==> src/rtl/fpmult_round_pipe.sv <==
// Round/pack stage for the FP multiplier: applies the rounding mode, then
// post-normalises, saturates or flushes, and packs {sign, exp, frac} with flags.
// Two register stages share one advance enable, so the pipe stalls as a unit.
module fpmult_round_pipe #(
  parameter int unsigned EW = 8,
  parameter int unsigned MW = 23
) (
  input  logic             clk,
  input  logic             rst,
  input  logic             in_valid,
  output logic             in_ready,
  input  logic             in_sign,
  input  logic [EW+1:0]    in_e,
  input  logic [MW:0]      in_m,
  input  logic             in_g,
  input  logic             in_st,
  input  logic [1:0]       in_mode,
  input  logic [4:0]       in_exc,
  output logic             out_valid,
  input  logic             out_ready,
  output logic [EW+MW:0]   out_z,
  output logic [4:0]       out_flags
);

  localparam int unsigned MRW = MW + 2;
  localparam int unsigned EXW = EW + 2;
  localparam int unsigned EPW = EW + 3;
  localparam int unsigned ZW  = 1 + EW + MW;

  localparam logic [1:0] MODE_RNE = 2'b00;
  localparam logic [1:0] MODE_RTZ = 2'b01;
  localparam logic [1:0] MODE_RUP = 2'b10;
  localparam logic [1:0] MODE_RDN = 2'b11;

  localparam logic signed [EPW-1:0] EXP_MAX  = EPW'((2 ** EW) - 1);
  localparam logic signed [EPW-1:0] EXP_ZERO = '0;
  localparam logic [EW-1:0] EXP_ONES   = '1;
  localparam logic [EW-1:0] EXP_MAXFIN = {{(EW-1){1'b1}}, 1'b0};
  localparam logic [MW-1:0] FRAC_ONES  = '1;
  localparam logic [MW-1:0] FRAC_ZERO  = '0;
  localparam logic [MW-1:0] QNAN_FRAC  = {1'b1, {(MW-1){1'b0}}};

  // Stage 1 state
  logic           s1_valid;
  logic           s1_sign;
  logic [EXW-1:0] s1_e;
  logic [MRW-1:0] s1_mr;
  logic [1:0]     s1_mode;
  logic           s1_inexact;
  logic           s1_nan;
  logic           s1_inf;

  // Combinational intermediates
  logic           en;
  logic           round_up;
  logic           inexact_c;
  logic [MRW-1:0] mr_c;
  logic           carry;
  logic signed [EPW-1:0] ep_c;
  logic [MW-1:0]  frac_c;
  logic           ovf_c;
  logic           unf_c;
  logic           ovf_inf_c;
  logic [ZW-1:0]  z_c;
  logic [4:0]     flags_c;
  logic           unused_exc;

  // Whole pipe advances whenever the output register is free or being drained
  assign en         = !out_valid | out_ready;
  assign in_ready   = en;
  assign unused_exc = ^in_exc[2:0];

  // Rounding decision and mantissa increment
  always_comb begin
    inexact_c = in_g | in_st;
    round_up  = 1'b0;
    case (in_mode)
      MODE_RNE: round_up = in_g & (in_st | in_m[0]);
      MODE_RTZ: round_up = 1'b0;
      MODE_RUP: round_up = !in_sign & inexact_c;
      MODE_RDN: round_up = in_sign & inexact_c;
      default:  round_up = 1'b0;
    endcase
    mr_c = MRW'(in_m) + MRW'(round_up);
  end

  // Stage 1 register: rounded mantissa plus side-band fields
  always_ff @(posedge clk) begin
    if (rst) begin
      s1_valid   <= 1'b0;
      s1_sign    <= 1'b0;
      s1_e       <= '0;
      s1_mr      <= '0;
      s1_mode    <= '0;
      s1_inexact <= 1'b0;
      s1_nan     <= 1'b0;
      s1_inf     <= 1'b0;
    end else if (en) begin
      s1_valid   <= in_valid;
      s1_sign    <= in_sign;
      s1_e       <= in_e;
      s1_mr      <= mr_c;
      s1_mode    <= in_mode;
      s1_inexact <= inexact_c;
      s1_nan     <= in_exc[4];
      s1_inf     <= in_exc[3];
    end
  end

  // Post-normalise, range check and pack with exception priority
  always_comb begin
    carry     = s1_mr[MW+1];
    frac_c    = carry ? s1_mr[MW:1] : s1_mr[MW-1:0];
    ep_c      = {s1_e[EXW-1], s1_e} + EPW'(carry);
    ovf_c     = (ep_c >= EXP_MAX);
    unf_c     = (ep_c <= EXP_ZERO);
    ovf_inf_c = (s1_mode == MODE_RNE) |
                ((s1_mode == MODE_RUP) & !s1_sign) |
                ((s1_mode == MODE_RDN) & s1_sign);
    z_c       = {s1_sign, ep_c[EW-1:0], frac_c};
    flags_c   = {4'b0000, s1_inexact};
    if (s1_nan) begin
      z_c     = {1'b0, EXP_ONES, QNAN_FRAC};
      flags_c = {s1_nan, s1_inf, 3'b000};
    end else if (s1_inf) begin
      z_c     = {s1_sign, EXP_ONES, FRAC_ZERO};
      flags_c = {1'b0, s1_inf, 3'b000};
    end else if (ovf_c) begin
      z_c     = ovf_inf_c ? {s1_sign, EXP_ONES, FRAC_ZERO}
                          : {s1_sign, EXP_MAXFIN, FRAC_ONES};
      flags_c = 5'b00101;
    end else if (unf_c) begin
      z_c     = {s1_sign, (ZW-1)'(0)};
      flags_c = 5'b00011;
    end
  end

  // Output register; holds while downstream stalls
  always_ff @(posedge clk) begin
    if (rst) begin
      out_valid <= 1'b0;
      out_z     <= '0;
      out_flags <= '0;
    end else if (en) begin
      out_valid <= s1_valid;
      if (s1_valid) begin
        out_z     <= z_c;
        out_flags <= flags_c;
      end
    end
  end

endmodule

==> config.mk <==
export PLATFORM = sky130hd
export DESIGN_NAME = fpmult_round_pipe
export DESIGN_NICKNAME = d
export VERILOG_FILES = /design/src/rtl/fpmult_round_pipe.sv
export SDC_FILE = /design/constraint.sdc
export NUM_CORES = 1
export LEC_CHECK = 0
export CAP_MARGIN = 20
export CORE_MARGIN = 2
export CORE_UTILIZATION = 30
export CTS_CLUSTER_DIAMETER = 120
export CTS_CLUSTER_SIZE = 30
export DETAILED_ROUTE_END_ITERATION = 8
export PLACE_DENSITY_LB_ADDON = 0.05
export SYNTH_ARGS = -nofsm -noshare
export SYNTH_HDL_FRONTEND = slang
export SYNTH_SLANG_ARGS = --single-unit
==> constraint.sdc <==
create_clock -name clk -period 3.1 [get_ports clk]
set_clock_uncertainty 0.05 [all_clocks]
set_input_delay 0.62 -clock clk [delete_from_list [all_inputs] [get_ports clk]]
set_output_delay 0.62 -clock clk [all_outputs]
set_load 0.03 [all_outputs]
## Word-level counts from Yosys, hierarchy flattened

Index checks and enable logic that the tools add are counted.

- Output and inout bits: 39
- Register bits after elaboration: 80
- Bits of input ports: 48

- $add $sub $neg: 2
- Eq/ne operators: 5
- Order comparisons: 2
- Mux-type cells: 11
- Bitwise gates (word level): 10
- Reductions and logical operators: 6

Operator list:

| cell | number |
|---|---|
| 2-to-1 mux 31 bit | 3 |
| 2-to-1 mux 32 bit | 1 |
| adder 24 x 1 -> 25 bit | 1 |
| 2-to-1 mux 24 bit | 1 |
| 2-to-1 mux 23 bit | 1 |
| adder 10 x 2 -> 11 bit | 1 |
| greater-or-equal comparator 11 x 9 -> 1 bit, second input constant | 1 |
| <= comparator 11 x 1 -> 1 bit, second input constant | 1 |
| == test 2 bit, second input constant | 4 |
| bitwise AND 1 bit | 5 |
| 2-to-1 mux 5 bit | 1 |
| bitwise OR 1 bit | 5 |
| logical NOT 2 bit | 2 |
| 2-to-1 mux 4 bit | 1 |
| case mux 1 bit (4 select lines) | 1 |
| logical NOT 1 bit | 3 |
| 2-to-1 mux 3 bit | 1 |
| == test 2 x 1 -> 1 bit, second input constant | 1 |
| 2-to-1 mux 2 bit | 1 |
| AND reduction 2 bit | 1 |

## Depth between registers and ports, before layout

Gate-level depths: netlist (run 1).

- Depth after elaboration: 8
- Mapped depth: 10
- Depth with buffers taken out: 10

## Worst setup path before layout (run 1)

OpenSTA, ideal clock, no wires.

- Kind: input port to flip-flop
- From: input port in_st
- To: register s1_mr[23]
- Stages: 9
- Slack: 0.710 ns
- Path buffers: 0
- Data arrival time: 2.260 ns
- Library setup time: 0.079 ns
- Cell sequence: o21a_1 nor2_1 nor3_1 ha_1 and4_1 nand3_1 or3_1 or4_1 o211ai_1

- Longest elaborated chain between the ends: 4
- Elaborated cells on any way between the ends: 7

Ends and longest elaborated chain:

| what | line | text |
|---|---|---|
| start, declared | 16 | `input logic in_st,` |
| bitwise OR 1 bit (on tied branches) | 75, 78 |  |
| bitwise AND 1 bit (on tied branches) | 81, 78, 80 |  |
| case mux 1 bit (4 select lines) (*) | 77 | `case (in_mode)` |
| adder 24 x 1 -> 25 bit (*) | 84 | `mr_c = MRW'(in_m) + MRW'(round_up);` |
| end signal, assigned | 102 | `s1_mr <= mr_c;` |
| end, declared | 47 | `logic [MRW-1:0] s1_mr;` |

Every way passes the cells marked *; elsewhere a longest branch is shown, timed or not.
A chain may end at the register's enable or synchronous reset.

## Worst setup path after layout (run 1)

- From: input port in_mode[1]
- To: register s1_mr[16]

- Longest elaborated chain between the ends: 3
- Elaborated cells on any way between the ends: 6

Ends and longest elaborated chain:

| what | line | text |
|---|---|---|
| start, declared | 17 | `input logic [1:0] in_mode,` |
| == test 2 bit, or another cell as far along | 77 |  |
| case mux 1 bit (4 select lines) (*) | 77 |  |
| adder 24 x 1 -> 25 bit (*) | 84 |  |

Marks and branches as above.

==> results.sh, run 1 <==
export IMPL_crit_slowest_cell="clkdlybuf4s50_1"
export IMPL_overflow=0
export IMPL_clk_latency_ns=0.34
export IMPL_synth_cell_types=60
export IMPL_die_x_microns=123.9
export IMPL_antenna_found_initial=0
export IMPL_h_tree_depth=3
export IMPL_syn_area_per_cell_sq_um=9.154
export IMPL_crit_fanout=6
export IMPL_drtAntennaViolNets=0
export IMPL_viasPerCell=5.141
export IMPL_place_port_buffers=83
export IMPL_worst_pin_slew_ns=0.5727
export IMPL_start_util_pct=30.94
export IMPL_ctsHoldBuffers=0
export IMPL_path_buf_inv=1
export IMPL_synth_edf_count=0
export IMPL_rows=43
export IMPL_grt_util_all_layers_pct=16.00
export IMPL_ys_flop_type="dfxtp_1"
export IMPL_worstHoldPathType="flip-flop to flip-flop"
export IMPL_place_gp_congestion=0.7642
export IMPL_syn_inst=471
export IMPL_finalMaxSlewViolations=0
export IMPL_cts_repair_resized=0
export IMPL_worstRegToRegCells=8
export IMPL_worst_setup_path_type="input port to flip-flop"
export IMPL_synth_largest_area_cell="dfxtp_1"
export IMPL_ys_warn_count=0
export IMPL_seq_area_frac_synth_pct=37.14
export IMPL_routed_wl_mm=11.88
export IMPL_synth_top_area_share_pct=37.14
export IMPL_io_pins=87
export IMPL_status="finished clean"
export IMPL_arrival_ns=2.89
export IMPL_first_pass_iters=4
export IMPL_p_leak_uw=0.001992
export IMPL_grt_pass1_vias=3520
export IMPL_critPathLaunchType="input port"
export IMPL_fin_crit_sh_pct=86.66
export IMPL_max_freq_mhz=372.2
export IMPL_core_sq_um=13930
export IMPL_synth_nets=523
export IMPL_final_nets=595
export IMPL_cp_num_cells=10
export IMPL_cp_common_cell="ha_1"
export IMPL_die_area_sq_um=15350
export IMPL_cp_data_required_time_ns=3.30
export IMPL_drive_above_1_share_pct=13.87
export IMPL_syn_area_sq_um=4312
export IMPL_end_kind="flip-flop"
export IMPL_routed_via_count=3743
export IMPL_ys_seq_elements=80
export IMPL_grt_pass1_wl_mm=18.77
export IMPL_synth_area_leaders="dfxtp_1, o41ai_2, mux2i_1"
export IMPL_fillers=1402
export IMPL_cap_violations=0
export IMPL_drc=0
export IMPL_die_y_microns=123.9
export IMPL_crit_family="simple AND/OR/NAND/NOR gates"
export IMPL_rsz0062_at_grt="no"
export IMPL_finalSetupViolCount=0
export IMPL_drt_iter0_drc=268
export IMPL_vdd_drop_max_mv=0.2337
export IMPL_cts_tree="yes"
export IMPL_cts_sinks=80
export IMPL_maxSlewHeadroom_pct=61.77
export IMPL_wl_per_cell_microns=16.32
export IMPL_p_total_uw=2638
export IMPL_cts_root_buf="clkbuf_16"
export IMPL_area_growth_synth_to_final_pct=30.12
export IMPL_hpwlAfterDp_mm=8.669
export IMPL_fin_setup_tns_ns=0
export IMPL_finalHoldViolCount=0
export IMPL_clk_path_buf_depth=2
export IMPL_min_period_ns=2.687
export IMPL_grt_max_degree=36
export IMPL_crit_chain="clkdlybuf4s50_1 > nand2_1 > xnor2_1 > nor3_1 > ha_1 > ha_1 > and3_1 > nand3_1 > or3_1 > a311oi_1"
export IMPL_clk_pin_slew_ns=0.06
export IMPL_antenna_cells=0
export IMPL_worstHoldPathCells=2
export IMPL_numCtsBuffers=9
export IMPL_ys_async_sr_fraction_pct=0
export IMPL_power_density_nw_per_um2=470.2
export IMPL_max_stage_delay_ns=0.50
export IMPL_cts_setup_buffers=0
layout make-up:
cell class,instances,area (sq um),share of cell area [%]
clock inverters,6,68.82,1.227
multi-input cells,344,2484,44.27
inverters,7,26.28,0.4683
well taps,180,225.2,4.014
repair buffers,101,965.9,17.22
clock buffers,10,239.0,4.260
flip-flops and latches,80,1602,28.55
routing by layer:
metal,GRT usage [%],up-vias,part of all wire (%)
li1,-,1911,-
met1,24.73,1729,55
met2,21.74,89,39
met3,2.198,14,4.4
met4,6.818,0,1.8
met5,0,-,0
cell usage after synthesis, types with 2 or more instances:
cell,count
mux2i_1,23
a211oi_1,15
nor3_1,9
buf_6,6
a21oi_1,36
nand4_1,5
and3_4,2
or3_4,2
o41ai_1,2
and4_1,3
o211ai_1,5
xnor2_1,16
or4_1,4
ha_1,4
o41ai_2,20
buf_4,2
clkbuf_1,24
nor4_1,3
a32oi_1,23
buf_2,8
a21bo_2,2
nor2_1,28
and3_1,2
xor2_1,12
a31oi_1,3
nand3_1,17
or3_1,3
nor2b_1,2
o21ai_0,19
dfxtp_1,80
nand2_1,55
a21o_1,2
inv_1,6
and2_1,2
kinds of logic (layout without fill, tap and decap cells):
family | count (synthesis) | count (layout) | synth area share [%]
simple gates | 147 | 147 | 17.79
compound gates | 142 | 142 | 27.34
flops | 80 | 80 | 37.14
buf+inv | 47 | 124 | 5.542
xor+xnor | 28 | 28 | 5.688
mux | 23 | 23 | 5.340
fa+ha+maj | 4 | 4 | 1.161
final timing paths:
path / to / start / slack, ns
worst min register to register: s1_mr[0] / s1_mr[0] / 0.40
worst max register to register: out_z[1] / s1_mr[24] / 0.53
worst min-delay path: s1_mr[0] / s1_mr[0] / 0.40
worst max-delay path: s1_mr[16] / in_mode[1] / 0.41
worst min-delay path: cells and delay by family, from the launching register on:
family / cells / cell delay (ns)
flip-flops: 1 / 0.31
AO/OA/AOI/OAI: 1 / 0.05
AND/OR/NAND/NOR: 1 / 0.05
power breakdown:
part / switching [uW] / internal [uW]
Combinational: 236 / 176
Clock: 442 / 648
Sequential: 50.6 / 1090
Total: 728 / 1910
metrics by stage:
| stage | cells | worst slack [ns] | hold slack, ns | instance area [sq um] | utilization [%] |
|---|---|---|---|---|---|
| after floorplan | 471 | 0.7105 | 0.3812 | 4312 | - |
| after global placement | 712 | 0.04437 | 0.3949 | 5303 | 38.05 |
| after CTS | 728 | 0.3990 | 0.4091 | 5610 | 40.26 |
| after global routing | 728 | 0.1298 | 0.4253 | 5610 | 40.26 |
| final | 728 | 0.4134 | 0.4048 | 5610 | 40.26 |
| after detailed placement | 712 | 0.02884 | 0.3998 | 5303 | 38.05 |
registers in the layout, summed over array words and instances, names as in the netlist, 2 cells and up:
| signal | cells |
|---|---|
| out_z | 32 |
| s1_mr | 25 |
| s1_mode | 2 |
| out_flags | 5 |
| s1_e | 10 |
cell usage in the layout, fill, tap and decap left out, types with 2 or more instances in the layout:
cell type / n
ha_1: 4
nor3_1: 8
o41ai_1: 2
nor2_1: 28
nand3_1: 17
clkinv_4: 3
nor4_1: 3
nand2_1: 55
or3_1: 3
buf_4: 18
clkdlybuf4s50_1: 83
xnor2_1: 15
and3_1: 2
xor2_1: 12
o41ai_2: 20
or3_4: 2
dfxtp_1: 80
nor2b_1: 2
a31oi_1: 3
o211ai_1: 5
o21ai_0: 19
inv_1: 6
and3_4: 2
and4_1: 3
mux2i_1: 23
a21oi_1: 36
a211oi_1: 15
a32oi_1: 23
clkbuf_16: 9
nand4_1: 5
and2_1: 2
a21o_1: 2
a21bo_2: 2
or4_1: 4
No activity file was read; power rests on OpenSTA's default activity.
==> run 2: changes to the inputs <==
CORE_MARGIN = 1   (was 2)
GPL_TIMING_DRIVEN = 0   (was unset)
clock period = 2.3 ns   (was 3.1 ns; I/O delays follow)
==> results.sh, run 2 (synthesis results as in run 1) <==
export IMPL_top_register="out_z"
export IMPL_antenna_cells=0
export IMPL_finalHoldViolCount=0
export IMPL_hold_worst_slack_ns=0.3299
export IMPL_fillers=1356
export IMPL_worst_setup_path_type="flip-flop to flip-flop"
export IMPL_routed_via_count=3897
export IMPL_clk_path_buf_depth=2
export IMPL_worst_pin_slew_ns=0.6564
export IMPL_rows=43
export IMPL_wl_per_cell_microns=17.03
export IMPL_first_pass_iters=4
export IMPL_final_common_cell="dfxtp_1"
export IMPL_final_nets=625
export IMPL_grtUsageMet2_pct=25.21
export IMPL_cts_root_buf="clkbuf_16"
export IMPL_final_cell_mix="dfxtp_1, clkdlybuf4s50_1, nand2_1, a21oi_1, nor2_1"
export IMPL_core_sq_um=13930
export IMPL_area_growth_synth_to_final_pct=36.51
export IMPL_critPathLaunchType="flip-flop"
export IMPL_antenna_found_initial=0
export IMPL_grt_max_degree=13
export IMPL_drc=0
export IMPL_drt_iter0_drc=270
export IMPL_fin_crit_sh_pct=99.36
export IMPL_p_total_uw=3542
export IMPL_cp_data_required_time_ns=2.47
export IMPL_vdd_drop_max_mv=0.3407
export IMPL_top_usage_layer="met1"
export IMPL_dpl_worst_slack_ns=-0.8977
export IMPL_finalSetupViolCount=0
export IMPL_cts_tree="yes"
export IMPL_clk_latency_ns=0.34
export IMPL_max_freq_mhz=437.6
export IMPL_cts_sinks=80
export IMPL_end_kind="flip-flop"
export IMPL_start_util_pct=30.94
export IMPL_grt_util_all_layers_pct=18.21
export IMPL_io_pins=87
export IMPL_maxSlewHeadroom_pct=56.24
export IMPL_top_regs="out_z x32, s1_mr x25, s1_e x10"
export IMPL_rsz0062_at_grt="yes"
export IMPL_finalMaxSlewViolations=0
export IMPL_numCtsBuffers=9
export IMPL_hpwlAfterDp_mm=9.671
export IMPL_die_y_microns=121.9
export IMPL_die_x_microns=121.9
export IMPL_status="finished clean"
export IMPL_grt_pass1_vias=3754
export IMPL_clk_pin_slew_ns=0.06
export IMPL_drive_above_1_share_pct=19.27
export IMPL_ctsHoldBuffers=0
export IMPL_overflow=0
export IMPL_grt_use_met3_pct=2.200
export IMPL_placed_area_sq_um=5368
export IMPL_die_area_sq_um=14860
export IMPL_arrival_ns=2.45
export IMPL_power_density_nw_per_um2=601.8
export IMPL_fin_ws_ns=0.01466
export IMPL_drtAntennaViolNets=0
export IMPL_h_tree_depth=3
export IMPL_viasPerCell=5.155
export IMPL_use_met1_pct=28.28
export IMPL_p_leak_uw=0.002090
export IMPL_place_gp_congestion=0.7758
export IMPL_min_period_ns=2.285
export IMPL_routed_wl_mm=12.87
export IMPL_worstHoldPathType="input port to flip-flop"
export IMPL_cap_violations=0
export IMPL_grt_pass1_wl_mm=20.42
export IMPL_place_port_buffers=83
export IMPL_largest_register_ffs=32
export IMPL_final_design_area_no_fill_sq_um=5886
export IMPL_crit_fanout=5
-- run 2: changes by cell type in the layout (fill, tap and decap cells not counted), moves of 4 or more --
cell / before / now
a32oi_1: 23 / 17
a32oi_2: 0 / 6
buf_2: 0 / 10
buf_4: 18 / 10
buf_6: 0 / 6
clkbuf_1: 0 / 21
clkbuf_2: 0 / 4
clkdlybuf4s50_1: 83 / 75
-- run 2: through the flow --
step                      instances  TNS, ns  utilization [%]
after floorplan                 471        0                -
after global placement          734   -22.26            38.52
after detailed placement        734   -22.33            38.52
after CTS                       756  -0.1127            41.71
after global routing            756  -0.1920            42.24
final                           756        0            42.24
-- run 2: area by class of cell --
class	instances	area, sq um	area share (%)
clock buffers	10	229.0	3.890
repair buffers	92	902.1	15.33
flip-flops and latches	80	1604	27.25
inverters	7	26.28	0.4464
well taps	180	225.2	3.827
multi-input cells	344	2630	44.69
clock inverters	4	47.55	0.8078
plain buffers	39	221.5	3.763
-- run 2: layer usage --
layer  routed length, microns  share of wire (%)
met1                     6983                 54
met2                     5252                 41
met3                      449                3.5
met4                      187                1.5
met5                        0                  0
-- run 2: timing repair --
| action | in CTS | in global routing |
|---|---|---|
| resized for setup | 49 | 23 |
| gates cloned | 1 | 0 |
| pin swaps | 13 | 6 |
| setup buffers | 7 | 1 |
| endpoints found under the setup margin | 47 | 34 |
-- run 2: report_power, final --
| group | internal (uW) | switching [uW] |
|---|---|---|
| clock network | 825 | 569 |
| registers | 1460 | 60.1 |
| logic | 269 | 355 |
-- run 2: final timing paths --
path | startpoint | to | slack (ns) | depth (start not counted)
min | in_sign | s1_sign | 0.33 | 3
max | s1_mr[24] | out_z[14] | 0.01 | 8
max reg2reg | s1_mr[24] | out_z[14] | 0.01 | 8
min reg2reg | s1_mode[1] | s1_mode[1] | 0.41 | 2
-- run 2: critical path: stages, from the launching register on --
cell	delay [ns]
dfxtp_2	0.34
ha_4	0.16
ha_4	0.22
or4bb_4	0.55
o22ai_4	0.22
nand2_2	0.12
nor2_4	0.14
bufbuf_16	0.28
o41ai_2	0.07
==> run 3: changes to the inputs <==
CORE_MARGIN = unset   (was 1)
==> results of run 3 <==
Final layout, timing and power as in run 2 (identical DEF).
==> edit 1: new RTL, flow settings as in run 3 <==
Make the reset (`rst`) asynchronous in 2 clocked blocks.
--- a/src/rtl/fpmult_round_pipe.sv
+++ b/src/rtl/fpmult_round_pipe.sv
@@ -86,5 +86,5 @@
 
   // Stage 1 register: rounded mantissa plus side-band fields
-  always_ff @(posedge clk) begin
+  always_ff @(posedge clk or posedge rst) begin
     if (rst) begin
       s1_valid   <= 1'b0;
@@ -137,5 +137,5 @@
 
   // Output register; holds while downstream stalls
-  always_ff @(posedge clk) begin
+  always_ff @(posedge clk or posedge rst) begin
     if (rst) begin
       out_valid <= 1'b0;
Formal check against the unedited RTL: differs if rst is asserted again (counterexample within 4 cycles, from zero or initial values and one cycle with rst high); with rst held inactive, the same outputs for 10 cycles.
==> edit 1 against run 3 <==
The flow now finishes with violations (setup timing). Final area rose by 2.7%. Critical path depth up 2. Worst setup slack lost 190 ps. Die area is 2.1% lower. Global-route usage is 1.5 points lower. Area after synthesis shrank 2.1%. Final cell count down 3.0%. Count of clock-buffer cells in the layout rose by 2. Wire length fell by 10%. Worst hold slack lost 8.1 ps. Sequential cell count unchanged. Synthesized cell count down 8.1%. Critical endpoint is now out_z[9]$_DFFE_PP0P_. Largest cell class unchanged.
Power is not compared: it rests on default switching activity, and its combinational part moved more than twofold at a synthesized area within 25%.
==> edit 1: results <==
metrics = {
    "worst_hold_path": {
        "worstHoldStart": "in_mode[1]",
    },
    "critical_path": {
        "cpMaxStageDelayCell": "dfrtp_1",
        "rr_worst_depth": 10,
        "rr_endpoint": "out_z[9]$_DFFE_PP0P_",
    },
    "layout": {
        "buffers": 136,
        "multi_input_area_share_pct": 36.85,
        "clkCellAreaFrac_pct": 5.466,
        "area.sequential_sq_um": 2002,
        "multiInputCombCellCount": 319,
    },
    "synth": {
        "synthesis.nets": 485,
        "synthCells": 433,
        "synth-main-ff-cell": "dfrtp_1",
        "netlist_top_cells_count": "nand2_1, dfrtp_1, o21ai_0",
    },
    "place": {
        "dpl_worst_slack_ps": -966.5,
        "place_area_sq_um": 5326,
    },
    "grt": {
        "grt_pass1_vias": 3667,
        "grt_util_all_layers_pct": 16.74,
    },
    "timing": {
        "setup_viol": 32,
        "finalSetupTns_ps": -3721,
        "setup_ws_ps": -172.9,
    },
    "clock_network": {
        "cts_setup_buffers": 13,
    },
    "detailed_routing": {
        "wl_met3_um": 389,
        "wl_met1_mm": 5.238,
    },
    "status": {
        "status": "finished with violations",
        "violations": "setup timing",
    },
}
-- edit 1: cell types whose count changed after synthesis, sizes merged, moves of 13 or more --
cell    change
nand2      +52
dfxtp      -80
a21oi      -28
mux2i      -21
a221o      +21
a32oi      -23
mux2       +24
dfrtp      +80
a211oi     -13
o41ai      -22
-- edit 1: power groups by stage --
stage          clock [mW]  sequential [mW]  combinational (mW)
2_1_floorplan           0             2.06               0.535
3_3_place_gp            0             1.83                1.31
3_5_place_dp            0             1.83                1.33
4_1_cts              1.63             1.81                1.37
5_1_grt              1.69             1.84                1.51
6_report             1.60             1.81                1.39
-- edit 1: worst max-delay path, delay by kind of cell (launching register included) --
| kind | cells | cell delay [ps] |
|---|---|---|
| DFF | 1 | 420 |
| AOI/OAI and AO/OA | 3 | 630 |
| adders and majority gates | 2 | 350 |
| buffers and inverters | 2 | 290 |
| and+or+nand+nor | 3 | 610 |
==> edit 2: new RTL, flow settings as in run 3 <==
Made on the original files. `MW`: 23 -> 46.
--- a/src/rtl/fpmult_round_pipe.sv
+++ b/src/rtl/fpmult_round_pipe.sv
@@ -4,5 +4,5 @@
 module fpmult_round_pipe #(
   parameter int unsigned EW = 8,
-  parameter int unsigned MW = 23
+  parameter int unsigned MW = 46
 ) (
   input  logic             clk,
Ports: changed (resized in_m and out_z); port bits go from 87 to 133. The function was not compared with the original's and may differ.
==> edit 2 against run 3 <==
The run now ends with setup timing left. Wire length grew 63%. Largest cell class unchanged. Non-clock buffer count grew 86. Final area grew 59%. Area after synthesis grew 47%. Sequential cell count grew 46. Power grew 68%. Worst setup slack lost 370 ps.
==> edit 2: results <==
metrics = {
    "place": {
        "gp_congestion": 0.8309,
        "place_hpwl_mm": 15.24,
        "port_buffers": 128,
        "place_area_sq_um": 8038,
    },
    "clock_network": {
        "ctsLongestPathBuffers": 2,
        "clock_latency_ps": 420,
        "clk_pin_slew_ps": 60,
        "cts_buffers": 17,
        "clockRootBuffer": "clkbuf_16",
        "htreeDepth": 4,
    },
    "synth": {
        "yosysUniqueCellTypes": 59,
        "synthArstFlopShare_pct": 0,
        "ys_top_cells_by_area": "dfxtp_1, mux2i_1, a221o_1",
        "seq_area_frac_synth_pct": 39.85,
        "netlist_top_cells_count": "dfxtp_1, nor2_1, nand2_1",
        "synthesis.nets": 802,
        "yosysWarnings": 0,
    },
    "layout": {
        "n_fill_cell": 2040,
        "multi_input_area_sq_um": 3885,
        "reg_top3": "out_z x55, s1_mr x48, s1_e x10",
        "nets": 981,
        "drive_above_1_share_pct": 18.32,
        "diodes": 0,
    },
    "power": {
        "ir_worst_vdd_v": 0.0004543,
        "p_leak_nw": 3.381,
    },
    "critical_path": {
        "cp_max_fo": 10,
        "worst_ep_arrival_time_ps": 2910,
        "critical-path-top-delay-family": "simple AND/OR/NAND/NOR gates",
        "worst_path_largest_cell_delay_ps": 510,
        "cpMaxStageDelayCell": "or4_4",
    },
    "grt": {
        "grt_max_degree": 20,
        "grt_util_all_layers_pct": 19.82,
        "grt_pass1_vias": 6039,
        "antenna_found_initial": 0,
        "grt_pass1_wl_mm": 33.16,
    },
    "detailed_routing": {
        "vias_per_cell": 5.160,
        "drtIter0Drc": 324,
        "dr.pass1.iters": 5,
        "wirelength_mm": 20.98,
    },
    "timing": {
        "relSlewSlack_pct": 47.15,
        "setup_ws_ps": -353.6,
        "setup_viol": 58,
    },
    "status": {
        "status": "finished with violations",
        "violations": "setup timing",
    },
    "worst_hold_path": {
        "min_path_type": "primary input to flop",
    },
}
==> edit 2: worst paths after layout <==
kind,end,depth (start not counted),slack (ps),start
setup reg to reg,out_z[20]$_SDFFE_PP0P_,11,-350,s1_mr[47]$_SDFFE_PP0N_
hold reg to reg,s1_mode[1]$_SDFFE_PP0N_,2,400,s1_mode[1]$_SDFFE_PP0N_
hold / removal,s1_sign$_SDFFE_PP0N_,3,240,in_sign
setup / recovery,out_z[20]$_SDFFE_PP0P_,11,-350,s1_mr[47]$_SDFFE_PP0N_
==> edit 2: final cells by class <==
cell class	count	area share, %
tap	270	3.604
buffer	54	3.818
multi-input combinational	534	41.45
sequential	126	26.98
timing repair buffer	163	17.51
clock buffer	24	5.353
inverter	10	0.4005
clock inverter	6	0.8811
==> edit 2: power breakdown <==
part           internal, mW  switching [mW]  total, mW
Sequential             2.30          0.0935       2.39
Clock                  1.72           0.965       2.69
Combinational         0.404           0.468      0.872
Total                  4.42            1.53       5.95
==> edit 2: cells by family (layout without fill, tap and decap cells) <==
group / count (synthesis) / in the layout / synth area share, %
AND/OR/NAND/NOR: 284 / 284 / 21.23
adder cells (fa/ha/maj): 4 / 4 / 0.7907
multiplexers: 46 / 46 / 7.294
AO/OA/AOI/OAI: 156 / 156 / 19.45
buffers and inverters: 67 / 257 / 5.297
flip-flops: 126 / 126 / 39.85
XOR/XNOR: 44 / 44 / 6.088
==> edit 2: routing by layer <==
metal | track usage (%) | up-vias | share of wire [%]
met2 | 31.96 | 162 | 47
li1 | - | 3011 | -
met1 | 26.68 | 2931 | 48
met4 | 6.701 | 0 | 1.6
met5 | 0 | - | 0
met3 | 3.354 | 21 | 4.3
==> edit 2: repair_timing <==
item | 4_1_cts | 5_1_grt
buffers inserted | 28 | 6
cloned | 2 | 0
setup endpoints to repair | 97 | 82
hold buffers | 0 | 0
resized for setup | 102 | 45
pin swaps | 23 | 21
==> edit 2: metrics by stage <==
step	cells	worst slack [ps]	TNS [ps]
floorplan	727	-309.8	-7769
global placement	1125	-1490	-90070
detailed placement	1125	-1498	-90890
CTS	1182	-323.2	-15390
global route	1187	-419.4	-21140
finish	1187	-353.6	-17180
==> edit 2: worst register-to-register path: stages (launching register included) <==
cell	delay [ps]
dfxtp_4	360
ha_4	180
ha_4	270
nand3_2	70
or4_4	510
a221oi_4	210
or3_1	160
buf_6	110
nor2_4	40
buf_6	140
buf_8	140
a221o_1	300
